File: config.mk
export PLATFORM = sky130hd
export DESIGN_NAME = melody_sequencer
export DESIGN_NICKNAME = d
export VERILOG_FILES = /design/src/rtl/melody_sequencer.sv
export SDC_FILE = /design/constraint.sdc
export NUM_CORES = 1
export LEC_CHECK = 0
export CAP_MARGIN = 20
export CORE_MARGIN = 8
export CORE_UTILIZATION = 56
export DETAILED_ROUTE_END_ITERATION = 10
export GPL_TIMING_DRIVEN = 0
export PLACE_DENSITY = 0.76
export RECOVER_POWER = 25
export SETUP_SLACK_MARGIN = 0.05
export SYNTH_ARGS = -nofsm -noshare
export SYNTH_HDL_FRONTEND = slang
export SYNTH_SLANG_ARGS = --single-unit
File: constraint.sdc
create_clock -name clk -period 3.35 [get_ports clk]
set_input_delay 1.005 -clock clk [delete_from_list [all_inputs] [get_ports clk]]
set_output_delay 1.005 -clock clk [all_outputs]
set_load 0.1 [all_outputs]
File: src/rtl/melody_sequencer.sv
// Programmable note table player: issues one-cycle load strobes with a held
// frequency word to an audio_sample channel, spaced by per-note durations.
module melody_sequencer #(
  parameter int DEPTH    = 16,
  parameter int DUR_W    = 8,
  parameter int TICK_DIV = 781250
) (
  input  logic                     clk,
  input  logic                     rstn,
  input  logic                     wr_en_i,
  input  logic [$clog2(DEPTH)-1:0] wr_addr_i,
  input  logic [15:0]              wr_freq_i,
  input  logic [DUR_W-1:0]         wr_dur_i,
  input  logic                     start_i,
  input  logic                     stop_i,
  input  logic                     loop_i,
  output logic                     en_o,
  output logic [15:0]              freq_o,
  output logic                     busy_o,
  output logic [$clog2(DEPTH)-1:0] idx_o,
  output logic                     done_o
);

  localparam int IDX_W  = $clog2(DEPTH);
  localparam int TICK_W = $clog2(TICK_DIV);
  localparam logic [IDX_W-1:0]  IDX_MAX  = IDX_W'(DEPTH - 1);
  localparam logic [TICK_W-1:0] TICK_MAX = TICK_W'(TICK_DIV - 1);

  typedef enum logic [1:0] {IDLE, LOAD, PLAY} state_t;

  state_t            state;
  logic [15:0]       tbl_freq [DEPTH];
  logic [DUR_W-1:0]  tbl_dur  [DEPTH];
  logic [IDX_W-1:0]  idx;
  logic [TICK_W-1:0] tick_cnt;
  logic [DUR_W-1:0]  dur_cnt;
  logic              end_pending;
  logic [15:0]       cur_freq;
  logic [DUR_W-1:0]  cur_dur;
  logic              finish;

  assign cur_freq = tbl_freq[idx];
  assign cur_dur  = tbl_dur[idx];
  assign busy_o   = (state != IDLE);
  assign idx_o    = idx;

  always_ff @(posedge clk or negedge rstn) begin
    if (!rstn) begin
      for (int i = 0; i < DEPTH; i++) begin
        tbl_freq[i] <= '0;
        tbl_dur[i]  <= '0;
      end
    end else if (wr_en_i) begin
      tbl_freq[wr_addr_i] <= wr_freq_i;
      tbl_dur[wr_addr_i]  <= wr_dur_i;
    end
  end

  // Stop wins over everything; a dur=0 entry ends unless a loop can restart at a nonzero index.
  always_comb begin
    finish = 1'b0;
    if (state == PLAY) begin
      finish = stop_i;
    end else if (state == LOAD) begin
      finish = stop_i || end_pending || ((cur_dur == '0) && !(loop_i && (idx != '0)));
    end
  end

  always_ff @(posedge clk or negedge rstn) begin
    if (!rstn) begin
      state       <= IDLE;
      idx         <= '0;
      tick_cnt    <= '0;
      dur_cnt     <= '0;
      end_pending <= 1'b0;
      en_o        <= 1'b0;
      freq_o      <= '0;
      done_o      <= 1'b0;
    end else begin
      en_o   <= 1'b0;
      done_o <= 1'b0;
      if (finish) begin
        freq_o      <= '0;
        en_o        <= 1'b1;
        done_o      <= 1'b1;
        end_pending <= 1'b0;
        state       <= IDLE;
      end else begin
        case (state)
          IDLE: begin
            if (start_i && !stop_i) begin
              idx   <= '0;
              state <= LOAD;
            end
          end
          LOAD: begin
            if (cur_dur != '0) begin
              freq_o   <= cur_freq;
              en_o     <= 1'b1;
              dur_cnt  <= cur_dur;
              tick_cnt <= '0;
              state    <= PLAY;
            end else begin
              idx <= '0;
            end
          end
          PLAY: begin
            if (tick_cnt == TICK_MAX) begin
              tick_cnt <= '0;
              dur_cnt  <= dur_cnt - DUR_W'(1);
              if (dur_cnt == DUR_W'(1)) begin
                state <= LOAD;
                // Running off the table end still spends one LOAD cycle before the silence strobe.
                if (idx == IDX_MAX) begin
                  if (loop_i) idx <= '0;
                  else        end_pending <= 1'b1;
                end else begin
                  idx <= idx + IDX_W'(1);
                end
              end
            end else begin
              tick_cnt <= tick_cnt + TICK_W'(1);
            end
          end
          default: state <= IDLE;
        endcase
      end
    end
  end

endmodule
==> results_dict.tcl <==
set metrics [dict create \
    status "completed" \
    layout.nets 1489 \
    cts_hold_buf 0 \
    skew_ns 0.0131 \
    grt_usage_pct 23.4 \
    cts_tree "done" \
    crit_path_max_fanout 10 \
    p_int_w 0.0125 \
    drt_wl_total_um 48000 \
    ys_seq_elements 437 \
    drtIter0Drc 719 \
    io_pins 57 \
    wl_per_cell_um 24.7 \
    start_kind "primary input" \
    cts_root_buf "clkbuf_16" \
    synthSimpleGateAreaFrac_pct 4.00 \
    synth_compound_gate_area_share_pct 2.82 \
    worst-endpoint-arrival_ns 3.73 \
    num_rows 69 \
    nFillCells 2467 \
    die-area_um2 41900 \
    dp_hpwl_um 31500 \
    critPathKind "primary input to flop" \
    antenna_found_initial 0 \
    worst_slew_pin_slew_ns 0.999 \
    max_cap_viol_count 0 \
    peakVddDrop_uv 665 \
    rsz0062_at_grt "true" \
    ys_seq_area_share_pct 54.8 \
    setup-violations-final 0 \
    die_x_um 205 \
    synth_top_area_share_pct 54.8 \
    switchingPower_w 0.00555 \
    synth_edf_count 0 \
    vias_per_cell 6.16 \
    start_util_pct 56.5 \
    drive_above_1_share_pct 43.6 \
    num_antenna_cells 0 \
    relSlewSlack_pct 33.3 \
    area_delta_synth_final_pct 15.9 \
    place_inst 1846 \
    gp_congestion 0.844 \
    cpLargestDelayFamily "buffers and inverters" \
    synth_area_um2 20000 \
    p_leak_nw 9.71 \
    synth_area_per_cell_um2 15.1 \
    cts.htree.levels 2 \
    sequentialPowerShare_pct 40.0 \
    cp-end-kind "flop" \
    grt_max_degree 125 \
    fmax_mhz 302 \
    r2r_setup_slack_ns 0.11 \
    clockBufferDepth 3 \
    ys_types 52 \
    async_flop_share_pct 100 \
    path_cells "clkdlybuf4s50_1, nand2b_1, nor3_1, clkbuf_1, mux2_2" \
    finalCritPeriodShare_pct 98.8 \
    fin_util_pct 65.5 \
    num_vias 12000 \
    clock_sinks 437 \
    synth_flop_cell "dfrtp_1" \
    synth_adder_area_share_pct 0.376 \
    cp.buffers_inverters 2 \
    synth_mux_area_share_pct 35.3 \
    clkTransAtPathRegs_ns 0.06 \
    worstHoldPathType "flop to flop" \
    syn-num-nets 1364 \
    timing.hold.ws_ns 0.500 \
    slowest_stage "nor3_1" \
    port_buffers 54 \
    hold_viol_final 0 \
    chipHeight_um 205 \
    core_area_um2 35300 \
    crit_required_ns 3.77 \
    layout_min_cycle_time_ns 3.31 \
    maxSlewViolCount 0 \
    synth.area.top_cells "dfrtp_1 55%, mux2_2 22%, mux4_2 13%" \
    slowest_delay_ns 0.78 \
    synth_top_family_by_area "multiplexers" \
    ant_nets 0 \
    ys_warn_count 0 \
    synthCells 1324 \
    grt_pass1_vias 13000 \
    stdcell_count 1944 \
    drt_pass1_iterations 5 \
    grt_pass1_wl_um 75300 \
    final_common_cell "dfrtp_1" \
    clk_latency_ns 0.55 \
    mostFrequentLayoutCells "434 x dfrtp_1, 384 x mux2_2, 112 x mux4_2" \
    powerDensity_nw_per_um2 780 \
    power_frac_clock_pct 28.2 \
    grt_overflow 0 \
    drt_drc_violations_left 0 \
    p_sw_share_pct 30.8 \
    synth_xor_area_share_pct 0.395 \
    synth_area_leader_cell "dfrtp_1" \
    power_frac_comb_pct 31.9 \
    numCtsBuffers 46 \
]
per-layer routing:
metal	part of all wire (%)	up-vias	wire, um	GRT usage [%]
li1	-	5197	-	-
met2	50	268	24100	39.3
met4	3.3	0	1580	7.74
met5	0	-	0	0
met3	3.9	99	1860	4.05
met1	43	6403	20400	30.5
sequential cells by signal (all words and copies together), names as in the netlist:
register / flops
tbl_freq: 256
tbl_dur: 128
tick_cnt: 20
freq_o: 16
dur_cnt: 8
idx_o: 4
state: 2
done_o: 1
en_o: 1
end_pending: 1
stage by stage:
step	setup TNS [ns]	power, W	cell area, um^2	setup slack [ns]
2_1_floorplan	0	0.0112	20000	0.0595
3_3_place_gp	-7746.94	0.0124	21100	-20.54
3_5_place_dp	-91.27	0.0127	21200	-0.666
4_1_cts	0	0.0181	23100	0.0374
5_1_grt	-0.363	0.0189	23100	-0.0531
6_report	0	0.0180	23100	0.0415
power groups by stage:
stage	clock network, W	logic [W]	registers, W
2_1_floorplan	0	0.00353	0.00763
3_3_place_gp	0	0.00522	0.00722
3_5_place_dp	0	0.00538	0.00727
4_1_cts	0.00517	0.00578	0.00719
5_1_grt	0.00538	0.00615	0.00735
6_report	0.00508	0.00575	0.00722
cell usage after synthesis (all sizes together) (2+ instances only):
cell type	number
a21oi	17
dfrtp	437
nand3	5
a22oi	19
mux4	112
a2bb2oi	2
nand4	11
o22ai	2
xor2	8
and4	3
nor3b	3
a211o	2
buf	18
a211oi	2
nor2b	9
o31ai	2
o21ai	26
and2	6
ha	6
nand2	24
inv	7
nor4	6
nor3	14
mux2	384
o211ai	3
or3	9
clkbuf	87
o21a	5
nor2	52
o2111ai	4
mux2i	19
nand2b	7
timing repair:
action                                  4_1_cts  5_1_grt
pin swaps                                     9        4
setup buffers                                11        4
cloned                                        1        0
gates resized for setup                      48       24
endpoints found under the setup margin       82      102
area by class of cell:
cell class	instances	area, um^2	share of cell area, %
Buffer	104	557	2.41
Clock buffer	72	1380	5.97
Clock inverter	10	129	0.557
Inverter	8	30.0	0.130
Multi-Input combinational cell	774	8660	37.4
Sequential cell	437	10900	47.3
Tap cell	461	577	2.49
Timing Repair Buffer	78	860	3.72
cells by family (layout without fill, tap and decap cells):
group                    after synthesis  count (layout)
AND/OR/NAND/NOR                      156             156
adder cells (fa/ha/maj)                6               6
XOR/XNOR                               9               9
multiplexers                         515             515
flip-flops                           437             437
buffers and inverters                113             272
AO/OA/AOI/OAI                         88              88
worst paths after layout:
kind / from / endpoint / depth (start not counted)
min in group asynchronous: rstn / tbl_dur[12]$_DFFE_PN0P_ / 1
max in group asynchronous: rstn / tbl_freq[219]$_DFFE_PN0P_ / 4
min reg2reg: tbl_dur[84]$_DFFE_PN0P_ / tbl_dur[84]$_DFFE_PN0P_ / 1
max: wr_addr_i[1] / tbl_freq[227]$_DFFE_PN0P_ / 5
min: tbl_dur[84]$_DFFE_PN0P_ / tbl_dur[84]$_DFFE_PN0P_ / 1
max reg2reg: idx_o[0]$_DFFE_PN0P_ / idx_o[2]$_DFFE_PN0P_ / 12
(Power assumes the default switching activity.)
